**config.mk**
```make
export PLATFORM = sky130hd
export DESIGN_NAME = instr_fetch_unit
export DESIGN_NICKNAME = d
export VERILOG_FILES = /design/src/rtl/instr_fetch_unit.sv
export SDC_FILE = /design/constraint.sdc
export NUM_CORES = 1
export LEC_CHECK = 0
export ABC_CLOCK_PERIOD_IN_PS = 3400
export BUFFER_PORTS_ARGS = -buffer_cell sky130_fd_sc_hd__buf_2
export CORE_ASPECT_RATIO = 1.1
export CORE_MARGIN = 2
export CORE_UTILIZATION = 44
export DETAILED_ROUTE_END_ITERATION = 8
export GPL_TIMING_DRIVEN = 0
export HOLD_SLACK_MARGIN = 0.15
export PLACE_DENSITY = 0.86
export SETUP_SLACK_MARGIN = 0.05
export SLEW_MARGIN = 25
export SYNTH_ARGS = -nofsm -noshare
export SYNTH_HDL_FRONTEND = slang
export SYNTH_SLANG_ARGS = --single-unit
```
**constraint.sdc**
```tcl
create_clock -name clk -period 3.4 [get_ports clk]
set_clock_uncertainty 0.15 [all_clocks]
set_input_delay 0.51 -clock clk [delete_from_list [all_inputs] [get_ports clk]]
set_output_delay 0.51 -clock clk [all_outputs]
set_load 0.02 [all_outputs]
```
**src/rtl/instr_fetch_unit.sv**
```systemverilog
// rtl/instr_fetch_unit.sv - instruction fetch stage: PC latch, imem req/ack, IR with valid/ready (option macro IF_ALIGN_CHECK_EN)
module instr_fetch_unit #(
   parameter int ADDR_W   = 32,
   parameter int DATA_W   = 32,
   parameter int MAX_WAIT = 15
) (
   input  logic              clk,
   input  logic              rst,
   input  logic              fetch_start,
   input  logic [ADDR_W-1:0] current_address,
   output logic              imem_req,
   output logic [ADDR_W-1:0] imem_addr,
   input  logic              imem_ack,
   input  logic [DATA_W-1:0] imem_rdata,
   output logic [DATA_W-1:0] ir,
   output logic              ir_valid,
   input  logic              ir_ready,
   output logic [ADDR_W-1:0] pc_plus4,
   output logic              busy,
   output logic              fetch_err
);

   typedef enum logic [1:0] {S_IDLE, S_REQ, S_VALID} state_t;

   localparam int CNT_W = $clog2(MAX_WAIT + 1);

   state_t             state_q, state_d;
   logic [ADDR_W-1:0]  addr_q, addr_d;
   logic [ADDR_W-1:0]  pc4_q, pc4_d;
   logic [DATA_W-1:0]  ir_q;
   logic               ir_valid_q;
   logic [CNT_W-1:0]   cnt_q;
   logic               err_q, err_d;

   logic               handshake;
   logic               take;
   logic               launch;
   logic               align_err;
   logic               timeout;
   logic [ADDR_W-1:0]  fetch_addr;

   // decode consumes the IR; ir_valid_q is only ever set while in VALID
   assign handshake = ir_valid_q & ir_ready;

   // a start only counts in IDLE or together with the VALID handshake
   assign take = fetch_start & ((state_q == S_IDLE) | ((state_q == S_VALID) & handshake));

`ifdef IF_ALIGN_CHECK_EN
   // misaligned starts are refused and reported instead of being fetched
   assign launch     = take & (current_address[1:0] == 2'b00);
   assign align_err  = take & (current_address[1:0] != 2'b00);
   assign fetch_addr = current_address;
`else
   // low address bits are dropped so the fetch is always word aligned
   assign launch     = take;
   assign align_err  = 1'b0;
   assign fetch_addr = current_address & ~ADDR_W'(3);
`endif

   // timeout on the last allowed REQ cycle; a coincident ack takes priority
   assign timeout = (state_q == S_REQ) & ~imem_ack & (cnt_q == CNT_W'(MAX_WAIT - 1));

   assign addr_d = fetch_addr;
   assign pc4_d  = fetch_addr + ADDR_W'(4);
   assign err_d  = timeout | align_err;

   // state register
   always_ff @(posedge clk or posedge rst) begin
      if (rst) begin
         state_q <= S_IDLE;
      end else begin
         state_q <= state_d;
      end
   end

   // next-state logic
   always_comb begin
      state_d = state_q;
      case (state_q)
         S_IDLE: begin
            if (launch) state_d = S_REQ;
         end
         S_REQ: begin
            if (imem_ack)     state_d = S_VALID;
            else if (timeout) state_d = S_IDLE;
         end
         S_VALID: begin
            if (handshake) state_d = launch ? S_REQ : S_IDLE;
         end
         default: state_d = S_IDLE;
      endcase
   end

   // state-decoded outputs
   always_comb begin
      imem_req = 1'b0;
      busy     = 1'b0;
      case (state_q)
         S_REQ:   begin imem_req = 1'b1; busy = 1'b1; end
         S_VALID: busy = 1'b1;
         default: ;
      endcase
   end

   // fetch address, PC+4, wait counter, IR and error pulse
   always_ff @(posedge clk or posedge rst) begin
      if (rst) begin
         addr_q     <= '0;
         pc4_q      <= '0;
         cnt_q      <= '0;
         ir_q       <= '0;
         ir_valid_q <= 1'b0;
         err_q      <= 1'b0;
      end else begin
         err_q <= err_d;
         if (launch) begin
            addr_q <= addr_d;
            pc4_q  <= pc4_d;
            cnt_q  <= '0;
         end else if ((state_q == S_REQ) && !imem_ack) begin
            cnt_q <= cnt_q + CNT_W'(1);
         end
         if ((state_q == S_REQ) && imem_ack) begin
            ir_q       <= imem_rdata;
            ir_valid_q <= 1'b1;
         end else if (handshake) begin
            ir_valid_q <= 1'b0;
         end
      end
   end

   assign imem_addr = addr_q;
   assign pc_plus4  = pc4_q;
   assign ir        = ir_q;
   assign ir_valid  = ir_valid_q;
   assign fetch_err = err_q;

endmodule

```
# [Yosys cells after proc, flatten, opt, wreduce, memory -nomap -nowiden]
# Cells that the tools add are included.
[op_classes] addsub=2 eq_ne=6 n_mux=12 bitwise_logic=7 n_reduce_logical=8
[ops] operator="32-bit by 3-bit adder with 32-bit output, second input constant" count=1
[ops] operator="2-bit 2-to-1 mux" count=4
[ops] operator="4-bit 2-to-1 mux" count=2
[ops] operator="2-bit one-hot mux with 3 select lines" count=1
[ops] operator="1-bit AND" count=5
[ops] operator="1-bit 2-to-1 mux" count=5
[ops] operator="4-bit by 1-bit adder with 4-bit output, second input constant" count=1
[ops] operator="4-bit == test, second input constant" count=1
[ops] operator="2-bit != test, second input constant" count=2
[ops] operator="2-bit nonzero test" count=2
[ops] operator="3-bit != test, second input constant" count=1
[ops] operator="3-bit AND reduction" count=1
[ops] operator="2-bit by 1-bit == test with 1-bit output, second input constant" count=1
[ops] operator="2-bit == test, second input constant" count=1
[ops] operator="1-bit logical AND" count=2
[ops] operator="2-bit logical NOT" count=1
[ops] operator="2-bit OR reduction" count=1
[ops] operator="1-bit logical NOT" count=1
[ops] operator="1-bit inverter" count=1
[ops] operator="1-bit bitwise OR" count=1
[totals] regBits=102 word_cells=42

# [Logic depth before layout (Yosys ltp)]
# Gate-level depths: netlist of run 1.
[logic_depth] word_depth=7 ltp_mapped=8

# [Least setup slack after synthesis of run 1]
# Ideal clock, no wire load.
[synth_path] path_type="input port to flip-flop" start="input port current_address[20]" end="register pc4_q[31] (netlist: pc_plus4[31])" setup_time_ps=82 arrival_ps=1830 required_ps=3168 setup_slack_ps=1338 path_stages=4 path_buffers=0 path_cell_list="nand4_1 > or4_1 > or4_1 > a31oi_1"
[synth_between] elab_chain_cells=1
[synth_rtl] item="start, declared" line_no="10" source="input logic [ADDR_W-1:0] current_address,"
[synth_rtl] item="32-bit by 3-bit adder with 32-bit output" line_no="64" source="assign pc4_d = fetch_addr + ADDR_W'(4);"
[synth_rtl] item="end signal, assigned" line_no="118" source="pc4_q <= pc4_d;"
[synth_rtl] item="end, declared" line_no="29" source="logic [ADDR_W-1:0] pc4_q, pc4_d;"
# Every way passes these cells.
# A chain may end at the register's enable or synchronous reset.

# [Final worst setup path of run 1]
[layout_path] start="register state_q[0]" end="register addr_q[25] (netlist: imem_addr[25])"
[layout_between] elab_chain_cells=4
[layout_rtl] item="start, declared" line_no="27" source="state_t state_q, state_d;"
[layout_rtl] item="start signal, assigned" line_no="72" source="state_q <= state_d;"
[layout_rtl] item="2-bit == test" line_no="46" source="assign take = fetch_start & ((state_q == S_IDLE) | ((state_q == S_VALID) & handshake));"
[layout_rtl] item="1-bit AND" line_no="46"
[layout_rtl] item="1-bit bitwise OR *" line_no="46"
[layout_rtl] item="1-bit AND *" line_no="46"
[layout_rtl] item="end signal, assigned" line_no="117" source="addr_q <= addr_d;"
[layout_rtl] item="end, declared" line_no="28" source="logic [ADDR_W-1:0] addr_q, addr_d;"
# Every way passes the cells marked *; elsewhere a longest branch is shown, timed or not.

==> results.json, run 1 <==
{
  "status": "finished, final reports clean",
  "area_growth_pct": 27.4,
  "insertedDiodeCount": 0,
  "io_buffers": 162,
  "ys_seq_elements": 100,
  "finalHoldViolations": 0,
  "worstSkewPairLatency_ns": 0.36,
  "numCtsBuffers": 9,
  "yosysWarnings": 0,
  "clkTransAtPathRegs_ns": 0.09,
  "grt_pass1_vias": 3696,
  "maxCapViolCount": 0,
  "crit_type": "flop to flop",
  "arrival_ns": 2.37,
  "gp_congestion": 0.826,
  "die_h_um": 109,
  "avgViaCountPerCell": 5.20,
  "dp_hpwl_um": 8410,
  "wl_per_cell_um": 15.0,
  "fillers": 872,
  "yosysUniqueCellTypes": 32,
  "post-route-min-period_ns": 2.22,
  "rows": 38,
  "num_vias": 3814,
  "cts_tree": "built",
  "max-vdd-ir-drop_mv": 0.415,
  "post-route-drc-count": 0,
  "core_area_um2": 9790,
  "die_w_um": 99.3,
  "worst_slew_pin_slew_ns": 0.570,
  "start_kind": "flop",
  "setup_viol": 0,
  "post-cts-setup-buffers": 0,
  "synth_area_leaders": "dfrtp_1 (57%), nand2_1 (10%), mux2_2 (8.2%), o21ai_0 (3.1%), a31oi_1 (2.1%)",
  "p_leak_nw": 2.79,
  "final_area_um2": 5600,
  "slew_violations": 0,
  "drive_gt1_share_pct": 35.2,
  "cts.htree.levels": 3,
  "post-place-ws_ns": 0.978,
  "grt_usage_pct": 20.6,
  "firstDrtPassIters": 5,
  "postSynth.asyncResetShare_pct": 100,
  "cts_buffer_depth": 2,
  "antenna_found_initial": 0,
  "ys_seq_area_share_pct": 56.9,
  "hp-class": "primary input to flop",
  "rsz0062_at_grt": "no",
  "fp.dieArea_um2": 10800,
  "wl_um": 11000,
  "first_iter_violations": 118,
  "required_ns": 3.56,
  "placed_area_um2": 5400,
  "cts-root-buf": "clkbuf_8",
  "finalCritPeriodShare_pct": 65.2,
  "yosysTopAreaCell": "dfrtp_1",
  "ioPinCount": 169,
  "layout_setup_ws_ns": 1.18,
  "avgSynthCellArea_um2": 10.2,
  "synth_top_area_share_pct": 56.9,
  "synth_edf_count": 0,
  "cp_max_fo": 10,
  "layout.nets": 686,
  "synth_ff_type": "dfrtp_1",
  "netlist_instances": 432,
  "p_per_area_nw_per_um2": 921,
  "max_slew_margin_pct": 62.0,
  "synthesis.area_um2": 4400,
  "grt_remaining_overflow": 0,
  "cp-end-kind": "flop",
  "cts_resized": 0,
  "synthTopCellsByCount": "nand2_1 (118), dfrtp_1 (100), mux2_2 (32)",
  "postRouteAntennaNets": 0,
  "holdBufCountCts": 1,
  "cts_sinks": 100,
  "grt_pass1_wl_um": 17700,
  "grt_max_degree": 64,
  "fmaxAchievable_ghz": 0.451,
  "synth_most_common_cell": "nand2_1",
  "start_util_pct": 44.9
}
## stage by stage
stage | hold WS [ns] | cells | power (mW) | util [%] | TNS, ns
after floorplan | 0.355 | 435 | 3.56 | - | 0
after global placement | 0.305 | 717 | 4.35 | 54.8 | -85.55
after detailed placement | 0.310 | 718 | 4.46 | 55.1 | 0
after CTS | 0.202 | 734 | 5.22 | 57.2 | 0
after global routing | 0.209 | 734 | 5.50 | 57.2 | 0
final | 0.222 | 734 | 5.16 | 57.2 | 0
## power by group
part	switching (mW)	total, mW	internal, mW
Combinational	1.51	2.35	0.844
Sequential	0.305	2.06	1.75
Clock	0.395	0.751	0.356
## kinds of logic after synthesis
logic type / synth area share, %
simple gates: 19.7
flops: 56.9
compound gates: 6.95
mux: 8.20
buf+inv: 2.93
xor+xnor: 3.19
fa+ha+maj: 1.99
other cells: 0.0853
## cell usage in the layout (no fill, tap or decap)
cell type	instances
buf_4	4
ha_1	7
clkbuf_8	10
and3_1	4
nand4bb_1	1
o21ai_0	27
or4_1	7
a31oi_1	15
nand2_1	118
or4_4	1
nand2b_1	2
clkbuf_1	18
o211ai_1	1
a222oi_1	1
clkinvlp_4	2
bufinv_16	1
inv_1	7
and4_1	3
a41o_1	1
or3_1	9
mux2_2	32
o22ai_1	1
o31ai_1	5
nand4_1	7
nor3_1	2
nor2b_1	1
nor4_1	1
inv_6	1
conb_1	4
xnor2_1	7
xor2_1	9
dfrtp_1	100
buf_2	163
a21oi_1	1
dlygate4sd3_1	1
nor2_1	22
buf_16	1
nand3_1	16
clkinv_2	1
## worst paths after layout
kind	start	end	slack [ns]	cells past startpoint
max	state_q[0]$_DFFE_PP0P_	imem_addr[25]$_DFFE_PP0N_	1.18	8
min	imem_rdata[24]	ir[24]$_DFFE_PP0P_	0.22	2
max reg2reg	state_q[0]$_DFFE_PP0P_	imem_addr[25]$_DFFE_PP0N_	1.18	8
min reg2reg	imem_addr[26]$_DFFE_PP0N_	imem_addr[26]$_DFFE_PP0N_	0.32	2
max in group asynchronous	rst	imem_addr[15]$_DFFE_PP0N_	1.93	4
min in group asynchronous	rst	ir[11]$_DFFE_PP0P_	0.54	3
## sequential cells by signal, summed over array words and instances (netlist names)
register / cells
cnt_q: 4
fetch_err: 1
imem_addr: 30
ir: 32
ir_valid: 1
pc_plus4: 30
state_q: 2
## layout make-up
class	instances	area (um2)	share of cell area (%)
Sequential cell	100	2500	44.7
Multi-Input combinational cell	305	1780	31.7
Timing Repair Buffer	164	848	15.1
Tap cell	120	150	2.68
Clock buffer	11	141	2.52
Buffer	22	98.8	1.76
Clock inverter	4	50.0	0.893
Inverter	8	35.0	0.625
## critical path, cell delays in order (launching register included)
cell and delay (ns):
dfrtp_1 0.39, inv_1 0.10, ha_1 0.24, a31oi_1 0.17, nand2b_1 0.12, clkbuf_1 0.31
clkbuf_1 0.48, nand2_1 0.13, nand2_1 0.08
## layer usage
| metal | vias up | part of all wire [%] | global-route usage [%] |
|---|---|---|---|
| li1 | 1824 | - | - |
| met1 | 1828 | 42 | 26.6 |
| met2 | 150 | 50 | 34.9 |
| met3 | 12 | 6.3 | 2.50 |
| met4 | 0 | 1.7 | 9.00 |
| met5 | - | 0 | 0 |
No activity file was read; power rests on OpenSTA's default activity.
==> run 2: changes to the inputs <==
- ABC_AREA: not set -> 1
- ABC_CLOCK_PERIOD_IN_PS: 3400 -> 2300
- CORE_UTILIZATION: 44 -> 45
- PLACE_DENSITY: 0.86 -> 0.83
- clock period: 3.4 -> 2.3 ns (I/O delays scaled with it)
==> run 2 against run 1 <==
  * Global-route usage is 6.5 points higher
  * Combinational power is 72% higher
  * Power is 66% higher
  * Maximum frequency is 8.2% higher
  * Routed wire length is 35% higher
  * Cell area is 20% higher
  * Sequential share of layout area is 7.3 points lower
  * Synthesized cell count is 46% higher
  * Worst hold slack worse by 0.047 ns
  * Largest power group unchanged
  * Die area is 6.9% higher
  * Critical path type unchanged
==> results.json, run 2 <==
{
  "wl_per_cell_um": 14.7,
  "firstDrtPassIters": 5,
  "fp.dieArea_um2": 11500,
  "numCtsBuffers": 9,
  "layout_setup_ws_ns": 0.251,
  "cp-end-kind": "flop",
  "post-place-ws_ns": 0.323,
  "finalSetupTns_ns": 0,
  "min_delay_path_depth": 3,
  "netlist_instances": 631,
  "hp-class": "primary input to flop",
  "fin_util_pct": 64.5,
  "yosysTopAreaCell": "dfrtp_1",
  "required_ns": 2.43,
  "layout.nets": 939,
  "dp_hpwl_um": 10000,
  "post-route-drc-count": 0,
  "yosysUniqueCellTypes": 28,
  "synth_edf_count": 0,
  "dpl.cell_count": 942,
  "postSynth.asyncResetShare_pct": 100,
  "fmaxAchievable_ghz": 0.488,
  "start_kind": "flop",
  "drive_gt1_share_pct": 24.9,
  "p_leak_nw": 3.69,
  "synthTopCellsByCount": "nand2_1 (307), dfrtp_1 (100), nor2_1 (66)",
  "yosysWarnings": 0,
  "grt_pass1_wl_um": 24200,
  "first_iter_violations": 280,
  "post-cts-setup-buffers": 0,
  "insertedDiodeCount": 0,
  "maxCapViolCount": 0,
  "rsz0062_at_grt": "no",
  "status": "finished, final reports clean",
  "p_per_area_nw_per_um2": 1280,
  "cp_common_cell": "nand2_1",
  "grt_max_degree": 33,
  "grt_remaining_overflow": 0,
  "final_common_cell": "nand2_1",
  "path_cells": "inv_1, ha_1, nand2_1, inv_1, clkbuf_1, nand2_1, nand2_1",
  "arrival_ns": 2.18,
  "crit_type": "flop to flop",
  "synth_top_area_share_pct": 51.9,
  "num_vias": 4941,
  "ys_seq_area_share_pct": 51.9,
  "cts.htree.levels": 3,
  "synth_most_common_cell": "nand2_1",
  "cts_tree": "built",
  "ff2ff_path_depth": 7,
  "avgSynthCellArea_um2": 7.63,
  "slew_violations": 0,
  "gp_congestion": 0.956,
  "avgViaCountPerCell": 4.89,
  "finalCritPeriodShare_pct": 89.1,
  "postRouteAntennaNets": 0,
  "finalHoldViolations": 0,
  "max-vdd-ir-drop_mv": 0.805,
  "p_total_mw": 8.55,
  "synth_ff_type": "dfrtp_1",
  "cts_sinks": 100,
  "area_growth_pct": 39.1,
  "post-route-min-period_ns": 2.05,
  "holdWs_ns": 0.174,
  "clkTransAtPathRegs_ns": 0.07,
  "core_area_um2": 10400,
  "synth_area_leaders": "dfrtp_1 (52%), nand2_1 (24%), nor2_1 (5.1%), inv_1 (2.9%), nand3_1 (2.4%)",
  "io_buffers": 162,
  "cts_buffer_depth": 2,
  "final_area_um2": 6700,
  "fillers": 871,
  "layout_common_cells": "nand2_1 (307), buf_2 (167), dfrtp_1 (100), nor2_1 (66), dlygate4sd3_1 (53)",
  "ioPinCount": 169,
  "grt_usage_pct": 27.1,
  "largest_register_ff_count": 32,
  "cts-root-buf": "clkbuf_16",
  "die_h_um": 113,
  "setup_viol": 0,
  "start_util_pct": 46.3,
  "wl_um": 14800,
  "rows": 39,
  "critPathSlowestCell": "dfrtp_1",
  "die_w_um": 103,
  "synthesis.area_um2": 4820,
  "placed_area_um2": 5880,
  "antenna_found_initial": 1,
  "cp_max_fo": 10,
  "layout.cells.non_filler": 1011,
  "worstSkewPairLatency_ns": 0.34,
  "grt_pass1_vias": 5030,
  "ys_seq_elements": 100,
  "crit_path_max_incr_delay_ns": 0.41
}
[run 2: cell count changes in the layout (fill, tap and decap cells not counted), moves of 7 or more]
cell,previous run,this run
a31oi_1,15,1
clkbuf_1,18,6
clkbuf_16,0,9
clkbuf_8,10,1
dlygate4sd3_1,1,53
inv_1,7,36
mux2_2,32,0
nand2_1,118,307
nand3_1,16,23
nor2_1,22,66
o21ai_0,27,20
or3_1,9,0
or4_1,7,0
xor2_1,9,2
[run 2: metal layers]
metal  global-route usage, %  vias up  part of all wire [%]
li1                        -     2402                     -
met4                    13.3        2                   3.9
met2                    43.4      242                    46
met5                       0        -                  0.11
met3                    8.66       49                   9.7
met1                    32.7     2246                    40
[run 2: critical path: cells and delay by family (launching register included)]
kind,cells,cell delay [ns]
flops,1,0.41
buf+inv,3,0.74
fa+ha+maj,1,0.19
simple gates,3,0.49
[run 2: cell families (layout without fill, tap and decap cells)]
group / count (synthesis) / in the layout / share of synthesized area (%)
fa+ha+maj: 7 / 7 / 1.82
buf+inv: 61 / 295 / 6.05
other cells: 1 / 4 / 0.0778
flops: 100 / 100 / 51.9
simple gates: 428 / 428 / 36.2
compound gates: 31 / 31 / 3.35
xor+xnor: 3 / 3 / 0.546
[run 2: final cells by class]
| cell class | instances | area, um2 | share of cell area [%] |
|---|---|---|---|
| Tap cell | 143 | 179 | 2.67 |
| Clock buffer | 10 | 239 | 3.57 |
| Inverter | 38 | 146 | 2.19 |
| Multi-Input combinational cell | 473 | 2030 | 30.4 |
| Sequential cell | 100 | 2500 | 37.4 |
| Buffer | 23 | 149 | 2.22 |
| Clock inverter | 6 | 47.5 | 0.710 |
| Timing Repair Buffer | 218 | 1400 | 20.9 |
[run 2: path summary, 6_finish.rpt]
kind | slack, ns | to | startpoint
max | 0.25 | ir[29]$_DFFE_PP0P_ | state_q[1]$_DFFE_PP0P_
min | 0.17 | imem_addr[28]$_DFFE_PP0N_ | current_address[28]
max reg2reg | 0.25 | ir[29]$_DFFE_PP0P_ | state_q[1]$_DFFE_PP0P_
min reg2reg | 0.33 | imem_addr[7]$_DFFE_PP0N_ | imem_addr[7]$_DFFE_PP0N_
max in group asynchronous | 1.15 | pc_plus4[5]$_DFFE_PP0N_ | rst
min in group asynchronous | 0.38 | ir[5]$_DFFE_PP0P_ | rst
[run 2: power breakdown]
part,switching [mW],total [mW],internal [mW],leakage (nW)
Combinational,2.70,4.04,1.34,2.31
Clock,0.679,1.45,0.773,0.139
Sequential,0.474,3.05,2.58,1.24
[run 2: what timing repair did]
| item | in CTS | in global routing |
|---|---|---|
| resized for setup | 0 | 0 |
| hold buffers | 53 | 0 |
| endpoints found under the hold margin | 154 | 0 |
==> run 3: changes to the inputs <==
- GPL_TIMING_DRIVEN: 0 -> 1
==> run 3 against run 2 <==
  * Critical path depth up 3
  * Clock power down 3%
  * First-iteration DRC count decreased by 13%
  * Largest cell class unchanged
  * Maximum frequency grew 1.5%
==> results.json, run 3 (same netlist as run 2, synthesis figures left out) <==
{
  "antenna_found_initial": 0,
  "cts-root-buf": "clkbuf_16",
  "die_w_um": 103,
  "p_seq_share_pct": 36.1,
  "rsz0062_at_grt": "no",
  "setup_viol": 0,
  "insertedDiodeCount": 0,
  "finalSetupTns_ns": 0,
  "p_sw_mw": 3.73,
  "layout.nets": 923,
  "gp_congestion": 0.927,
  "drive_gt1_share_pct": 24.2,
  "wl_um": 14000,
  "rows": 39,
  "ioPinCount": 169,
  "dp_hpwl_um": 9420,
  "grt_remaining_overflow": 0,
  "post-route-drc-count": 0,
  "start_kind": "flop",
  "cts.htree.levels": 3,
  "cts_sinks": 100,
  "postRouteAntennaNets": 0,
  "cp-end-kind": "flop",
  "cp_max_fo": 15,
  "holdWs_ns": 0.160,
  "num_vias": 4816,
  "numCtsBuffers": 9,
  "intPower_mw": 4.70,
  "p_total_mw": 8.43,
  "fillers": 850,
  "avgViaCountPerCell": 4.84,
  "max-vdd-ir-drop_mv": 0.731,
  "wl_per_cell_um": 14.1,
  "maxCapViolCount": 0,
  "power_frac_clock_pct": 16.6,
  "fp.dieArea_um2": 11500,
  "p_leak_nw": 3.63,
  "largest_register_ff_count": 32,
  "crit_type": "flop to flop",
  "fmaxAchievable_ghz": 0.495,
  "required_ns": 2.41,
  "hp-class": "primary input to flop",
  "cts_buffer_depth": 2,
  "arrival_ns": 2.13,
  "first_iter_violations": 243,
  "post-route-min-period_ns": 2.02,
  "io_buffers": 162,
  "p_comb_share_pct": 47.3,
  "worstSkewPairLatency_ns": 0.34,
  "finalCritPeriodShare_pct": 87.8,
  "area_growth_pct": 37.1,
  "grt_max_degree": 62,
  "firstDrtPassIters": 7,
  "die_h_um": 113,
  "start_util_pct": 46.3,
  "dpl.cell_count": 929,
  "grt_pass1_vias": 4793,
  "status": "finished, final reports clean",
  "grt_usage_pct": 24.8,
  "clkTransAtPathRegs_ns": 0.07,
  "p_per_area_nw_per_um2": 1280,
  "final_common_cell": "nand2_1",
  "core_area_um2": 10400,
  "cts_tree": "built",
  "grt_pass1_wl_um": 22500,
  "layout_common_cells": "nand2_1 (307), buf_2 (162), dfrtp_1 (100), nor2_1 (66), dlygate4sd3_1 (50)",
  "slew_violations": 0,
  "swShare_pct": 44.2,
  "finalHoldViolations": 0,
  "layout.cells.non_filler": 995
}
[run 3: changes by cell type in the layout (fill, tap and decap cells not counted), sizes merged]
cell,delta
clkbuf,-3
buf,-7
dlygate4sd3,-3
clkinvlp,+2
clkinv,-3
inv,-2
[run 3: layout make-up]
class	count	area (um2)	share of cell area, %
sequential	100	2500	37.9
multi-input combinational	473	2030	30.8
timing repair buffer	225	1470	22.3
clock buffer	13	250	3.79
tap	143	179	2.71
inverter	38	146	2.22
clock inverter	3	22.5	0.341
[run 3: stage by stage]
step,util (%),cell area (um2),setup WS (ns)
after floorplan,-,4830,0.566
after global placement,56.1,5830,0.326
after detailed placement,56.1,5830,0.298
after CTS,63.6,6610,0.268
after global routing,63.6,6610,0.0827
final,63.6,6610,0.280
[run 3: path summary, 6_finish.rpt]
kind	startpoint	endpoint	slack (ns)	cells after the start
max	state_q[1]$_DFFE_PP0P_	pc_plus4[18]$_DFFE_PP0N_	0.28	10
min	current_address[27]	imem_addr[27]$_DFFE_PP0N_	0.16	3
max reg2reg	state_q[1]$_DFFE_PP0P_	pc_plus4[18]$_DFFE_PP0N_	0.28	10
min reg2reg	imem_addr[4]$_DFFE_PP0N_	imem_addr[4]$_DFFE_PP0N_	0.33	2
max in group asynchronous	rst	pc_plus4[19]$_DFFE_PP0N_	1.20	4
min in group asynchronous	rst	imem_addr[15]$_DFFE_PP0N_	0.49	4
[run 3: layer usage]
layer  wire length [um]  vias to the layer above  track usage [%]
met5                  0                        -                0
met2               6770                      206             41.7
li1                   -                     2359                -
met4                276                        0             8.44
met1               5860                     2228             30.5
met3               1100                       23             6.79
[run 3: repair_timing]
| item | in CTS | in global routing |
|---|---|---|
| buffers inserted | 0 | 0 |
| hold endpoints to repair | 152 | 0 |
| hold buffers | 50 | 0 |
| setup endpoints to repair | 0 | 0 |
| gates resized for setup | 0 | 0 |
[run 3: critical path, stage by stage, from the launching register on]
cell and delay (ns):
dfrtp_1 0.40, inv_1 0.09, ha_1 0.20, nand2_1 0.13, inv_1 0.08, nor2_4 0.40, buf_4 0.23, nand2_1 0.05
nand2_1 0.05, inv_1 0.04, a21oi_1 0.11
[run 3: power by group through the flow]
stage / Combinational [mW] / Clock, mW / Sequential [mW]
after floorplan: 1.56 / 0 / 3.98
after global placement: 3.81 / 0 / 3.02
after detailed placement: 3.91 / 0 / 3.02
after CTS: 3.97 / 1.42 / 3.02
after global routing: 4.41 / 1.52 / 3.13
final: 3.99 / 1.40 / 3.05
